<file path="src/rtl/key_pkg.sv">
// Shared definitions for the key pulse array: channel FSM state encoding and
// counter-width helper used to size the debounce and hold counters.
package key_pkg;

  typedef logic [1:0] state_t;

  localparam state_t IDLE       = 2'd0;
  localparam state_t PRESS_DB   = 2'd1;
  localparam state_t HELD       = 2'd2;
  localparam state_t RELEASE_DB = 2'd3;

  // Bits needed to hold the value max_val itself (never less than one).
  function automatic int cnt_width(input int max_val);
    return (max_val < 2) ? 1 : $clog2(max_val + 1);
  endfunction

endpackage

</file>
<file path="src/rtl/key_pulse_array_if.sv">
// Bundle of key inputs, clear strobes and the debounced/strobe/count outputs.
// master = control side driving keys, slave = the key pulse array itself.
interface key_pulse_array_if #(
  parameter int N_KEYS = 4,
  parameter int CNT_W  = 4
);

  logic [N_KEYS-1:0]       key_in;
  logic [N_KEYS-1:0]       cnt_clr;
  logic [N_KEYS-1:0]       held;
  logic [N_KEYS-1:0]       press_pulse;
  logic [N_KEYS-1:0]       release_pulse;
  logic [N_KEYS-1:0]       long_pulse;
  logic [N_KEYS*CNT_W-1:0] sum;

  modport master (
    output key_in, cnt_clr,
    input  held, press_pulse, release_pulse, long_pulse, sum
  );

  modport slave (
    input  key_in, cnt_clr,
    output held, press_pulse, release_pulse, long_pulse, sum
  );

endinterface

</file>
<file path="src/rtl/key_pulse_ch.sv">
// One key channel: 2-flop synchroniser, press/release debounce FSM with
// long-press detection, and a wrapping press counter with clear.
module key_pulse_ch
  import key_pkg::*;
#(
  parameter int DEBOUNCE_CYCLES = 10,
  parameter int LONG_CYCLES     = 500,
  parameter int CNT_W           = 4,
  parameter bit ACTIVE_LOW      = 1'b1
) (
  input  logic             clk,
  input  logic             rst,
  input  logic             key_raw,
  input  logic             cnt_clr,
  output logic             held,
  output logic             press_pulse,
  output logic             release_pulse,
  output logic             long_pulse,
  output logic [CNT_W-1:0] cnt
);

  localparam int DCNT_W = cnt_width(DEBOUNCE_CYCLES);
  localparam int HCNT_W = cnt_width(LONG_CYCLES);

  localparam logic              REL_LEVEL = ACTIVE_LOW;
  localparam logic [DCNT_W-1:0] D_LAST    = DCNT_W'(DEBOUNCE_CYCLES - 1);
  localparam logic [HCNT_W-1:0] H_MAX     = HCNT_W'(LONG_CYCLES);
  localparam logic [HCNT_W-1:0] H_LAST    = HCNT_W'(LONG_CYCLES - 1);

  logic [1:0]        sync;
  logic              p;
  state_t            state;
  logic [DCNT_W-1:0] dcnt;
  logic [HCNT_W-1:0] hcnt;

  // Normalised level: 1 means pressed regardless of board polarity.
  assign p = sync[1] ^ REL_LEVEL;

  always_ff @(posedge clk) begin
    if (rst) begin
      sync          <= {2{REL_LEVEL}};
      state         <= IDLE;
      dcnt          <= '0;
      hcnt          <= '0;
      held          <= 1'b0;
      press_pulse   <= 1'b0;
      release_pulse <= 1'b0;
      long_pulse    <= 1'b0;
      cnt           <= '0;
    end else begin
      sync <= {sync[0], key_raw};
      // NOTE: strobes default low with non-blocking assignments; a later
      // assignment in the same block overrides, giving exactly 1-cycle pulses.
      press_pulse   <= 1'b0;
      release_pulse <= 1'b0;
      long_pulse    <= 1'b0;

      case (state)
        IDLE: begin
          if (p) begin
            state <= PRESS_DB;
            dcnt  <= DCNT_W'(1);
          end
        end
        PRESS_DB: begin
          if (!p) begin
            state <= IDLE;
            dcnt  <= '0;
          end else if (dcnt == D_LAST) begin
            state       <= HELD;
            press_pulse <= 1'b1;
            held        <= 1'b1;
            dcnt        <= '0;
            hcnt        <= '0;
          end else begin
            dcnt <= dcnt + 1'b1;
          end
        end
        HELD: begin
          if (p) begin
            // Saturating at H_MAX makes the long strobe fire once per press.
            if (hcnt != H_MAX) hcnt <= hcnt + 1'b1;
            if (hcnt == H_LAST) long_pulse <= 1'b1;
          end else begin
            state <= RELEASE_DB;
            dcnt  <= DCNT_W'(1);
          end
        end
        RELEASE_DB: begin
          if (p) begin
            state <= HELD;
            dcnt  <= '0;
          end else if (dcnt == D_LAST) begin
            state         <= IDLE;
            release_pulse <= 1'b1;
            held          <= 1'b0;
            dcnt          <= '0;
          end else begin
            dcnt <= dcnt + 1'b1;
          end
        end
        default: state <= IDLE;
      endcase

      // Clear takes priority over a press landing in the same cycle.
      if (cnt_clr)          cnt <= '0;
      else if (press_pulse) cnt <= cnt + 1'b1;
    end
  end

endmodule

</file>
<file path="src/rtl/key_pulse_array.sv">
// N independent debounced key channels; outputs packed per channel bit and
// press counts packed at [i*CNT_W +: CNT_W].
module key_pulse_array #(
  parameter int N_KEYS          = 4,
  parameter int DEBOUNCE_CYCLES = 10,
  parameter int LONG_CYCLES     = 500,
  parameter int CNT_W           = 4,
  parameter bit ACTIVE_LOW      = 1'b1
) (
  input logic              clk,
  input logic              rst,
  key_pulse_array_if.slave bus
);

  for (genvar i = 0; i < N_KEYS; i++) begin : g_ch
    key_pulse_ch #(
      .DEBOUNCE_CYCLES(DEBOUNCE_CYCLES),
      .LONG_CYCLES    (LONG_CYCLES),
      .CNT_W          (CNT_W),
      .ACTIVE_LOW     (ACTIVE_LOW)
    ) u_ch (
      .clk          (clk),
      .rst          (rst),
      .key_raw      (bus.key_in[i]),
      .cnt_clr      (bus.cnt_clr[i]),
      .held         (bus.held[i]),
      .press_pulse  (bus.press_pulse[i]),
      .release_pulse(bus.release_pulse[i]),
      .long_pulse   (bus.long_pulse[i]),
      .cnt          (bus.sum[i*CNT_W +: CNT_W])
    );
  end

endmodule

</file>
<file path="src/flat_wrapper.sv">
// flat-port wrapper written by rule: the top's interface ports become plain ports
module key_pulse_array_flat 
#(
  parameter int N_KEYS          = 4,
  parameter int DEBOUNCE_CYCLES = 10,
  parameter int LONG_CYCLES     = 500,
  parameter int CNT_W           = 4,
  parameter bit ACTIVE_LOW      = 1'b1
)
  (clk, rst, bus_key_in, bus_cnt_clr, bus_held, bus_press_pulse, bus_release_pulse, bus_long_pulse, bus_sum);
  key_pulse_array_if #(.N_KEYS(N_KEYS), .CNT_W(CNT_W)) bus_i ();
  input logic clk;
  input logic rst;
  input wire logic [$bits(bus_i.key_in)-1:0] bus_key_in;
  input wire logic [$bits(bus_i.cnt_clr)-1:0] bus_cnt_clr;
  output wire logic [$bits(bus_i.held)-1:0] bus_held;
  output wire logic [$bits(bus_i.press_pulse)-1:0] bus_press_pulse;
  output wire logic [$bits(bus_i.release_pulse)-1:0] bus_release_pulse;
  output wire logic [$bits(bus_i.long_pulse)-1:0] bus_long_pulse;
  output wire logic [$bits(bus_i.sum)-1:0] bus_sum;
  assign bus_i.key_in = bus_key_in;
  assign bus_i.cnt_clr = bus_cnt_clr;
  assign bus_held = bus_i.held;
  assign bus_press_pulse = bus_i.press_pulse;
  assign bus_release_pulse = bus_i.release_pulse;
  assign bus_long_pulse = bus_i.long_pulse;
  assign bus_sum = bus_i.sum;
  key_pulse_array #(.N_KEYS(N_KEYS), .DEBOUNCE_CYCLES(DEBOUNCE_CYCLES), .LONG_CYCLES(LONG_CYCLES), .CNT_W(CNT_W), .ACTIVE_LOW(ACTIVE_LOW)) u_core (.clk(clk), .rst(rst), .bus(bus_i));
endmodule
</file>
<file path="config.mk">
export PLATFORM = sky130hd
export DESIGN_NAME = key_pulse_array_flat
export DESIGN_NICKNAME = d
export VERILOG_FILES = /design/src/rtl/key_pkg.sv /design/src/rtl/key_pulse_array_if.sv /design/src/rtl/key_pulse_ch.sv /design/src/rtl/key_pulse_array.sv /design/src/flat_wrapper.sv
export SDC_FILE = /design/constraint.sdc
export NUM_CORES = 1
export LEC_CHECK = 0
export ABC_AREA = 0
export CAP_MARGIN = 20
export CORE_MARGIN = 2
export CORE_UTILIZATION = 40
export DETAILED_ROUTE_END_ITERATION = 8
export GPL_TIMING_DRIVEN = 0
export RECOVER_POWER = 100
export SYNTH_ARGS = -nofsm -noshare
export SYNTH_HDL_FRONTEND = slang
export SYNTH_SLANG_ARGS = --single-unit
</file>
<file path="constraint.sdc">
create_clock -name clk -period 2.4 [get_ports clk]
set_input_delay 0.48 -clock clk [delete_from_list [all_inputs] [get_ports clk]]
set_output_delay 0.48 -clock clk [all_outputs]
set_load 0.02 [all_outputs]
</file>
## Word level (Yosys, flattened, before mapping)

Cells that the tools add are included.

- Add/sub/neg operators: 12
- Eq/ne operators: 64
- Bitwise operators: 16
- Reductions and logical operators: 44
- Mux-type cells: 100

Operator list:

| cell | number |
|---|---|
| $mux 9 | 16 |
| $mux 4 | 20 |
| $pmux 9 s2 | 4 |
| $ne 2x2->1 const B | 32 |
| $pmux 4 s4 | 4 |
| $mux 2 | 24 |
| $reduce_and 5->1 | 8 |
| $add 9x1->9 const B | 4 |
| $eq 9x9->1 const B | 4 |
| $ne 9x9->1 const B | 4 |
| $reduce_or 3->1 | 12 |
| $add 4x1->4 const B | 8 |
| $pmux 2 s4 | 4 |
| $mux 1 | 24 |
| $ne 3x3->1 const B | 8 |
| $eq 2x2->1 const B | 8 |
| $eq 4x4->1 const B | 4 |
| $not 1->1 | 16 |
| $reduce_and 4->1 | 4 |
| $reduce_bool 2->1 | 8 |
| $eq 2x1->1 const B | 4 |
| $logic_not 2->1 | 4 |
| $pmux 1 s2 | 4 |
| $reduce_and 2->1 | 4 |
| $reduce_or 2->1 | 4 |

- Bits of input ports: 10
- Register bits after elaboration: 100
- Logic and storage cells: 272
- Output and inout bits: 32

## Depth between registers and ports, before layout

Gate-level depths: netlist of the first run.

- Word-level depth: 4
- Mapped depth: 7
- Depth with buffers taken out: 6

## Hierarchy

Synthesis of the first run repeated with hierarchy kept, for this count alone.

- Cells, all modules: 532
- Area total of the unflattened synthesis: 4914.7 sq um

Modules (own cells, without submodules):

| module | area each (sq um) | instances | cells an instance |
|---|---|---|---|
| key_pulse_ch (u_core.g_ch[0].u_ch ...) | 1244.9 | 2 | 138 |
| key_pulse_ch (u_core.g_ch[2].u_ch) | 1221.2 | 1 | 127 |
| key_pulse_ch (u_core.g_ch[3].u_ch) | 1203.7 | 1 | 129 |

## Worst setup path before layout of the first run

Ideal clock, no wire load.

- Kind: input to register
- Start: input port rst
- End: register u_core.g_ch[1].u_ch.hcnt[6]
- Library setup time: 0.074 ns
- Data required time: 2.326 ns
- Setup slack: 0.793 ns
- Stages: 5
- Arrival: 1.533 ns
- Buffers on the path: 1
- Path through: clkbuf_1 -> or3b_1 -> nor3_1 -> a31oi_1 -> a31oi_1

RTL lines:

| item | line | text |
|---|---|---|
| from (decl) | flat_wrapper.sv:13 | `input logic rst;` |
| to (signal assigned) | key_pulse_ch.sv:82 | `if (hcnt != H_MAX) hcnt <= hcnt + 1'b1;` |
| to (decl) | key_pulse_ch.sv:34 | `logic [HCNT_W-1:0] hcnt;` |

## Worst setup path after layout of the first run

- Start: input port rst
- End: register u_core.g_ch[1].u_ch.press_pulse

- Cells in the longest elaborated chain, start to end: 1

Ends and longest elaborated chain:

| item | line | text |
|---|---|---|
| $reduce_or 3->1 (no line) | - |  |
| to (signal assigned) | key_pulse_ch.sv:46 | `press_pulse <= 1'b0;` |
| to (signal assigned) | key_pulse_ch.sv:54 | `press_pulse <= 1'b0;` |
| to (signal assigned) | key_pulse_ch.sv:71 | `press_pulse <= 1'b1;` |
| to (decl) | key_pulse_ch.sv:16 | `output logic press_pulse,` |

No other way between the ends.
A chain may end at the register's enable or synchronous reset.

==> results of run 1 <==
registers in the layout, indices dropped and copies added (netlist names), named ones only:
name / cells
u_core.g_ch.u_ch.hcnt: 36
u_core.g_ch.u_ch.release_pulse: 4
u_core.g_ch.u_ch.sync: 8
u_core.g_ch.u_ch.held: 4
u_core.g_ch.u_ch.state: 4
u_core.g_ch.u_ch.dcnt: 16
u_core.g_ch.u_ch.press_pulse: 4
u_core.g_ch.u_ch.cnt: 16
u_core.g_ch.u_ch.long_pulse: 4
worst paths after layout:
path	from	end	slack, ns	cells after the start
setup / recovery	rst	u_core.g_ch[1].u_ch.press_pulse$_SDFF_PP0_	0.21	5
hold / removal	u_core.g_ch[1].u_ch.sync[0]$_SDFF_PP1_	u_core.g_ch[1].u_ch.sync[1]$_SDFF_PP1_	0.41	1
setup reg to reg	u_core.g_ch[0].u_ch.state[0]$_SDFFE_PP0P_	u_core.g_ch[0].u_ch.hcnt[6]$_SDFFE_PP0P_	0.60	5
hold reg to reg	u_core.g_ch[1].u_ch.sync[0]$_SDFF_PP1_	u_core.g_ch[1].u_ch.sync[1]$_SDFF_PP1_	0.41	1
worst max-delay path: stages:
cell,delay [ns]
clkdlybuf4s50_1,0.50
clkbuf_1,0.39
clkbuf_1,0.36
clkbuf_1,0.49
nor2_1,0.16
routing by layer:
| layer | GRT usage [%] | routed length, µm | vias to the layer above | share of wire [%] |
|---|---|---|---|---|
| met3 | 4.98 | 418 | 11 | 4.2 |
| met4 | 4.96 | 118 | 0 | 1.2 |
| li1 | - | - | 2035 | - |
| met5 | 0 | 0 | - | 0 |
| met1 | 21.8 | 4920 | 1872 | 49 |
| met2 | 26.9 | 4580 | 62 | 46 |
placed cells by master, fill, tap and decap left out, types with 11 or more instances in the layout:
cell	synthesis	routed
dfxtp_1	100	100
nand3_1	39	39
dlygate4sd3_1	0	32
nand2_1	29	29
a21oi_1	27	27
nor3_1	27	27
inv_1	26	26
nor2_1	26	26
o21ai_0	23	23
a31oi_1	23	23
clkbuf_1	22	22
ha_1	20	20
nor3b_1	18	18
buf_4	16	16
xnor2_1	14	14
nand4_1	12	12
xor2_1	11	11
through the flow:
| stage | std cells | area [µm²] |
|---|---|---|
| global placement | 722 | 5330 |
| detailed placement | 722 | 5330 |
| finish | 736 | 5640 |
| CTS | 736 | 5640 |
| global route | 736 | 5640 |
| floorplan | 538 | 4740 |
layout make-up:
class	count	share of cell area, %
multi-input combinational	368	42.5
sequential	100	35.5
timing repair buffer	41	7.27
clock buffer	13	4.97
buffer	44	4.32
tap	143	3.17
inverter	26	1.73
clock inverter	1	0.532
power breakdown:
part	total [W]	internal [W]	leakage (nW)	switching, W
logic	0.000136	0.0000574	1.20	0.0000787
clock network	0.00151	0.000911	0.154	0.000602
registers	0.00169	0.00168	0.809	0.0000147
cell families after synthesis:
kind of cell             synth area share [%]
XOR/XNOR                                 4.62
AO/OA/AOI/OAI                            15.5
flip-flops                               42.2
adder cells (fa/ha/maj)                  5.28
AND/OR/NAND/NOR                          24.4
buffers and inverters                    7.17
multiplexers                            0.844
==> results.ini, run 1 <==
[floorplanning]
start_util_pct = 41.2
die_y_um = 113
die_area_um2 = 12700
row_count = 39
num_io_pins = 42
die_w_um = 113
core_area_um2 = 11500

[cts]
cts_max_path_buffers = 2
cts_buffers = 9
cts_setup_buffers = 0
clock_sinks = 100
cts.reportedPaths.clkPinSlew_ns = 0.06
cts-resized-gates = 0
cts_tree = yes
clk_latency_ns = 0.34
hold_buffers = 0
clock-root-buffer = clkbuf_16
htree_num_levels = 3

[synth]
synthesis.nets = 568
synth_cell_types = 49
synth_seq_cells = 100
avgSynthCellArea_um2 = 8.82
yosysMostFrequentCell = dfxtp_1
postSynthCellCount = 538
synthFlopType = dfxtp_1
ys_seq_area_share_pct = 42.2
yosys-top-cells-area = dfxtp_1 42%, ha_1 5.3%, nand3_1 4.1%
yosysTopAreaCellShare_pct = 42.2
synth_area_um2 = 4740
synth_common_cells = 100 x dfxtp_1, 39 x nand3_1, 29 x nand2_1
synth_edf_count = 0
synth_top_area_cell = dfxtp_1
ys.warnings.count = 0
async_flop_share_pct = 0

[final_layout]
drive_above_1_share_pct = 7.59
final_util_pct = 49.0
regArea_um2 = 2000
n_fill_cell = 1103
multi_input_area_um2 = 2400
area_delta_synth_final_pct = 19.0
num_antenna_cells = 0
nets = 620

[sta]
fmax_mhz = 457
finalHoldViolations = 0
whs_ns = 0.412
tightest_slew_ns = 0.829
fin_ws_ns = 0.212
finalSetupTns_ns = 0
slew_viol_final = 0
setup_violations = 0
fin_crit_sh_pct = 91.2
rsz0062_at_grt = no
fin_skew_ns = 0.00486
layout_min_cycle_time_ns = 2.19
slew_headroom_pct = 44.6

[outcome]
violations = DRC
status = finished with violations

[detailed_routing]
dr.first_iter.drc_count = 244
drtPass1Iterations = 9
wl_um = 10000
antenna_left = 0
drc = 5
wl_per_cell_um = 13.6
via_per_inst = 5.41
num_vias = 3980

[grt]
first_global_vias = 3790
antenna_found_initial = 0
overflow = 0
grt_usage_pct = 16.7
grt_max_degree = 15
grt_pass1_wl_um = 17500

[placed_design]
hpwl_um = 7010
port_buffers = 41
pre_cts_slack_ns = -0.278
gp_congestion = 0.825

[power]
powerDensity_nw_per_um2 = 592
peakVddDrop_mv = 0.358
power_w = 0.00334
p_leak_nw = 2.16

[worst_setup_path]
crit_type = input pin to register
critPathRequiredTime_ns = 2.60
cp-start-kind = input pin
end_kind = register
crit_fanout = 10
cp.arrival_ns = 2.39

[run]
maxCapViolations = 0

[min_path]
hp-class = register to register

No activity file was read; power rests on OpenSTA's default activity.
==> run 2, diff against run 1 <==
- GPL_ROUTABILITY_DRIVEN: unset -> 0
- SETUP_SLACK_MARGIN: unset -> 0.2
- clock period: 2.4 -> 2.35 ns (I/O delays scaled with it)
==> results.ini, run 2 (synthesized netlist as in run 1, its figures left out) <==
[sta]
slew_viol_final = 0
fin_skew_ns = 0.00398
fin_crit_sh_pct = 88.4
finalHoldViolations = 0
tightest_slew_ns = 0.874
fin_ws_ns = 0.272
setup_violations = 0
fmax_mhz = 481
slew_headroom_pct = 41.6
layout_min_cycle_time_ns = 2.08
rsz0062_at_grt = no

[placed_design]
place_inst = 722
hpwl_um = 7010
port_buffers = 41
pre_cts_slack_ns = -0.318

[worst_setup_path]
cp.arrival_ns = 1.61
critPathRequiredTime_ns = 1.88
cp-start-kind = register
r2r_cells = 5
r2r-start = u_core.g_ch[0].u_ch.state[0]$_SDFFE_PP0P_
worstReg2RegEnd = u_core.g_ch[0].u_ch.hcnt[6]$_SDFFE_PP0P_
crit_type = register to output port
regToRegSetupSlack_ns = 0.51
end_kind = output port
crit_fanout = 5

[detailed_routing]
wl_um = 10100
drc = 6
antenna_left = 0
dr.first_iter.drc_count = 262
num_vias = 3975
wl_per_cell_um = 13.7
drtPass1Iterations = 7
via_per_inst = 5.40

[power]
peakVddDrop_mv = 0.366
p_leak_nw = 2.17
powerDensity_nw_per_um2 = 603

[final_layout]
final_cell_mix = 100 x dfxtp_1, 39 x nand3_1, 32 x dlygate4sd3_1
top_regs = u_core.g_ch.u_ch.hcnt x36, u_core.g_ch.u_ch.cnt x16, u_core.g_ch.u_ch.dcnt x16
drive_above_1_share_pct = 8.26
final_util_pct = 49.1
top_register = u_core.g_ch.u_ch.hcnt
nets = 620
final_common_cell = dfxtp_1
num_antenna_cells = 0
area_delta_synth_final_pct = 19.2
fin_cells = 736
largest_register_ffs = 36

[grt]
first_global_vias = 3792
overflow = 0
grt_pass1_wl_um = 17500
grt_max_degree = 15
antenna_found_initial = 0
grt_usage_pct = 16.7

[outcome]
status = finished with violations
violations = DRC

[cts]
clock-root-buffer = clkbuf_16
cts_buffers = 9
cts.reportedPaths.clkPinSlew_ns = 0.06
clock_sinks = 100
cts_max_path_buffers = 2
cts_tree = yes
htree_num_levels = 3
clk_latency_ns = 0.35

[min_path]
hp-start = u_core.g_ch[1].u_ch.sync[0]$_SDFF_PP1_
hp-class = register to register
min_path_cells = 1
worstHoldEndpoint = u_core.g_ch[1].u_ch.sync[1]$_SDFF_PP1_

[floorplanning]
row_count = 39
num_io_pins = 42
start_util_pct = 41.2
die_y_um = 113
core_area_um2 = 11500
die_area_um2 = 12700
die_w_um = 113

[run]
maxCapViolations = 0

[run 2: what timing repair did]
item	CTS	global route
resized for setup	3	5
endpoints found under the hold margin	0	0
hold buffers	0	0
setup buffers	0	0
endpoints found under the setup margin	22	19
[run 2: worst max path at each step]
stage                                                    start                                           end  slack, ns  cells after the start
floorplan                                                  rst      u_core.g_ch[1].u_ch.hcnt[6]$_SDFFE_PP0P_       0.75                      5
global placement                                           rst  u_core.g_ch[0].u_ch.release_pulse$_SDFF_PP0_      -0.26                      5
detailed placement                                         rst       u_core.g_ch[2].u_ch.cnt[3]$_SDFFE_PP0P_      -0.32                      5
CTS                                                        rst      u_core.g_ch[3].u_ch.hcnt[5]$_SDFFE_PP0P_       0.22                      6
global route                                               rst      u_core.g_ch[1].u_ch.dcnt[3]$_SDFFE_PP0P_       0.12                      5
finish              u_core.g_ch[0].u_ch.press_pulse$_SDFF_PP0_                            bus_press_pulse[0]       0.27                      2
[run 2: through the flow]
step | hold slack [ns] | instance area, µm² | setup TNS, ns | power (W)
6_report | 0.412 | 5650 | 0 | 0.00341
4_1_cts | 0.414 | 5650 | 0 | 0.00347
3_5_place_dp | 0.397 | 5330 | -8.29 | 0.00191
3_3_place_gp | 0.392 | 5330 | -5.85 | 0.00191
2_1_floorplan | 0.389 | 4740 | 0 | 0.00185
5_1_grt | 0.433 | 5650 | 0 | 0.00352
[run 2: cell type report]
class,count,area [µm²]
timing repair buffer,41,410
clock inverter,1,30.0
fill,1102,5860
tap,143,179
clock buffer,13,280
multi-input combinational,368,2410
sequential,100,2000
buffer,44,248
inverter,26,97.6
[run 2: worst max-delay path, stage by stage (launching register included)]
cell and delay [ns]:
dfxtp_1 0.46, buf_4 0.15, dlygate4sd3_1 0.66
[run 2: metal layers]
layer  global-route usage [%]  up-vias  wire length, µm
li1                         -     2036                -
met1                     21.7     1870             4960
met2                     26.8       58             4560
met3                     5.03       11              420
met4                     5.04        0              118
met5                        0        -                0
[run 2: power breakdown]
group | internal (W) | switching, W
clock | 0.000930 | 0.000613
combinational | 0.0000592 | 0.0000804
sequential | 0.00171 | 0.0000151
total | 0.00270 | 0.000708
==> run 3, diff against run 2 <==
- SYNTH_HIERARCHICAL: unset -> 1
==> results.ini, run 3 <==
[placed_design]
hpwl_um = 6770
pre_cts_slack_ns = -0.234
port_buffers = 41

[grt]
grt_pass1_wl_um = 17000
overflow = 0
antenna_found_initial = 0
grt_max_degree = 16
grt_usage_pct = 15.7
first_global_vias = 3740

[synth]
yosysTopAreaCellShare_pct = 40.7
yosysMostFrequentCell = dfxtp_1
muxShareOfSynthArea_pct = 2.06
ys.warnings.count = 6
synth_edf_count = 0
postSynthCellCount = 532
yosys-top-cells-area = dfxtp_1 41%, ha_1 5.1%, nand3_1 3.6%
synth_xor_area_share_pct = 3.16
synth_common_cells = 100 x dfxtp_1, 41 x nand2_1, 35 x nand3_1
yosys.area_share.simple_pct = 27.9
synthesis.nets = 562
synth_area_um2 = 4910
synth_compound_area_share_pct = 16.7
avgSynthCellArea_um2 = 9.24
ys_seq_area_share_pct = 40.7
synthAdderAreaFrac_pct = 5.09
synth_seq_cells = 100
synth_top_area_cell = dfxtp_1
synth_cell_types = 70
async_flop_share_pct = 0
synth_top_family_by_area = simple AND/OR/NAND/NOR gates
synthFlopType = dfxtp_1

[floorplanning]
start_util_pct = 40.9
die_y_um = 115
die_area_um2 = 13200
row_count = 40
core_area_um2 = 12000
die_w_um = 115
num_io_pins = 42

[cts]
clk_latency_ns = 0.35
cts_setup_buffers = 0
cts-resized-gates = 2
cts_buffers = 9
cts_tree = yes
hold_buffers = 0
cts_max_path_buffers = 2
clock-root-buffer = clkbuf_16
clock_sinks = 100
htree_num_levels = 3
cts.reportedPaths.clkPinSlew_ns = 0.07

[detailed_routing]
drtPass1Iterations = 4
dr.first_iter.drc_count = 178
num_vias = 3991
via_per_inst = 5.42
wl_per_cell_um = 13.4
wl_um = 9890
drc = 0
antenna_left = 0

[worst_setup_path]
cp-start-kind = input pin
crit_type = input pin to register
end_kind = register
critPathRequiredTime_ns = 2.62
crit_fanout = 9
cp.arrival_ns = 2.30

[power]
p_int_w = 0.00296
combPwrFrac_pct = 4.0
p_seq_share_pct = 46.9
power_w = 0.00370
switching_power_w = 0.000740
peakVddDrop_mv = 0.458
p_leak_nw = 2.14
switching_share_pct = 20.0
power_frac_clock_pct = 49.1
powerDensity_nw_per_um2 = 640

[final_layout]
nets = 614
top_register = u_core/g_ch.u_ch/hcnt
drive_above_1_share_pct = 9.17
area_delta_synth_final_pct = 17.4
final_util_pct = 48.0
top_regs = u_core/g_ch.u_ch/hcnt x36, u_core/g_ch.u_ch/cnt x16, u_core/g_ch.u_ch/dcnt x16
final_common_cell = dfxtp_1
num_antenna_cells = 0
largest_register_ffs = 36
final_cell_mix = 100 x dfxtp_1, 41 x nand2_1, 35 x nand3_1

[sta]
setup_violations = 0
slew_headroom_pct = 40.5
fin_skew_ns = 0.00442
layout_min_cycle_time_ns = 2.03
finalSetupTns_ns = 0
fin_crit_sh_pct = 86.2
fmax_mhz = 494
whs_ns = 0.407
fin_ws_ns = 0.324
rsz0062_at_grt = no
finalHoldViolations = 0
tightest_slew_ns = 0.890
slew_viol_final = 0

[run]
maxCapViolations = 0

[min_path]
hp-class = register to register

[outcome]
status = complete, no violations

-- run 3: power by group through the flow --
| stage | clock network (W) | logic (W) | registers [W] |
|---|---|---|---|
| after detailed placement | 0 | 0.000155 | 0.00177 |
| after floorplan | 0 | 0.0000901 | 0.00178 |
| after global routing | 0.00193 | 0.000164 | 0.00174 |
| after global placement | 0 | 0.000152 | 0.00177 |
| after CTS | 0.00187 | 0.000157 | 0.00174 |
| final | 0.00181 | 0.000147 | 0.00173 |
-- run 3: area by class of cell --
class	instances	area, µm²
Tap cell	147	184
Multi-Input combinational cell	387	2620
Sequential cell	100	2000
Fill cell	1187	6240
Buffer	19	100
Clock buffer	12	246
Clock inverter	4	120
Inverter	26	97.6
Timing Repair Buffer	41	404
-- run 3: worst paths after layout --
check | cells after the start | end | from | slack, ns
worst max register to register | 5 | u_core/g_ch[0].u_ch/hcnt[8]$_SDFFE_PP0P_ | register | 0.37
worst min register to register | 1 | u_core/g_ch[3].u_ch/sync[1]$_SDFF_PP1_ | u_core/g_ch[3].u_ch/sync[0]$_SDFF_PP1_ | 0.41
worst max-delay path | 6 | u_core/g_ch[2].u_ch/hcnt[8]$_SDFFE_PP0P_ | rst | 0.32
worst min-delay path | 1 | u_core/g_ch[3].u_ch/sync[1]$_SDFF_PP1_ | u_core/g_ch[3].u_ch/sync[0]$_SDFF_PP1_ | 0.41
-- run 3: worst max-delay path, cell delays in order --
cell      delay, ns
clkbuf_1       0.20
clkbuf_1       0.27
nor4b_1        0.55
o21ai_0        0.32
or3_1          0.40
o211ai_1       0.08
-- run 3: cells by family (layout without fill, tap and decap cells) --
family	count (synthesis)	count (layout)
buffers and inverters	45	102
AO/OA/AOI/OAI	112	112
flip-flops	100	100
AND/OR/NAND/NOR	229	229
XOR/XNOR	16	16
multiplexers	10	10
adder cells (fa/ha/maj)	20	20
-- run 3: per-stage QoR --
step | std cells | instance area [µm²]
floorplan | 532 | 4910
global placement | 720 | 5510
detailed placement | 720 | 5510
CTS | 736 | 5880
global route | 736 | 5770
finish | 736 | 5770
-- run 3: layer usage --
layer / routed length, µm / vias to the layer above / global-route usage, %
met2: 4320 / 62 / 24.8
met3: 341 / 13 / 2.95
met1: 5030 / 1854 / 20.9
met5: 0 / - / 0
met4: 199 / 0 / 7.31
li1: - / 2062 / -
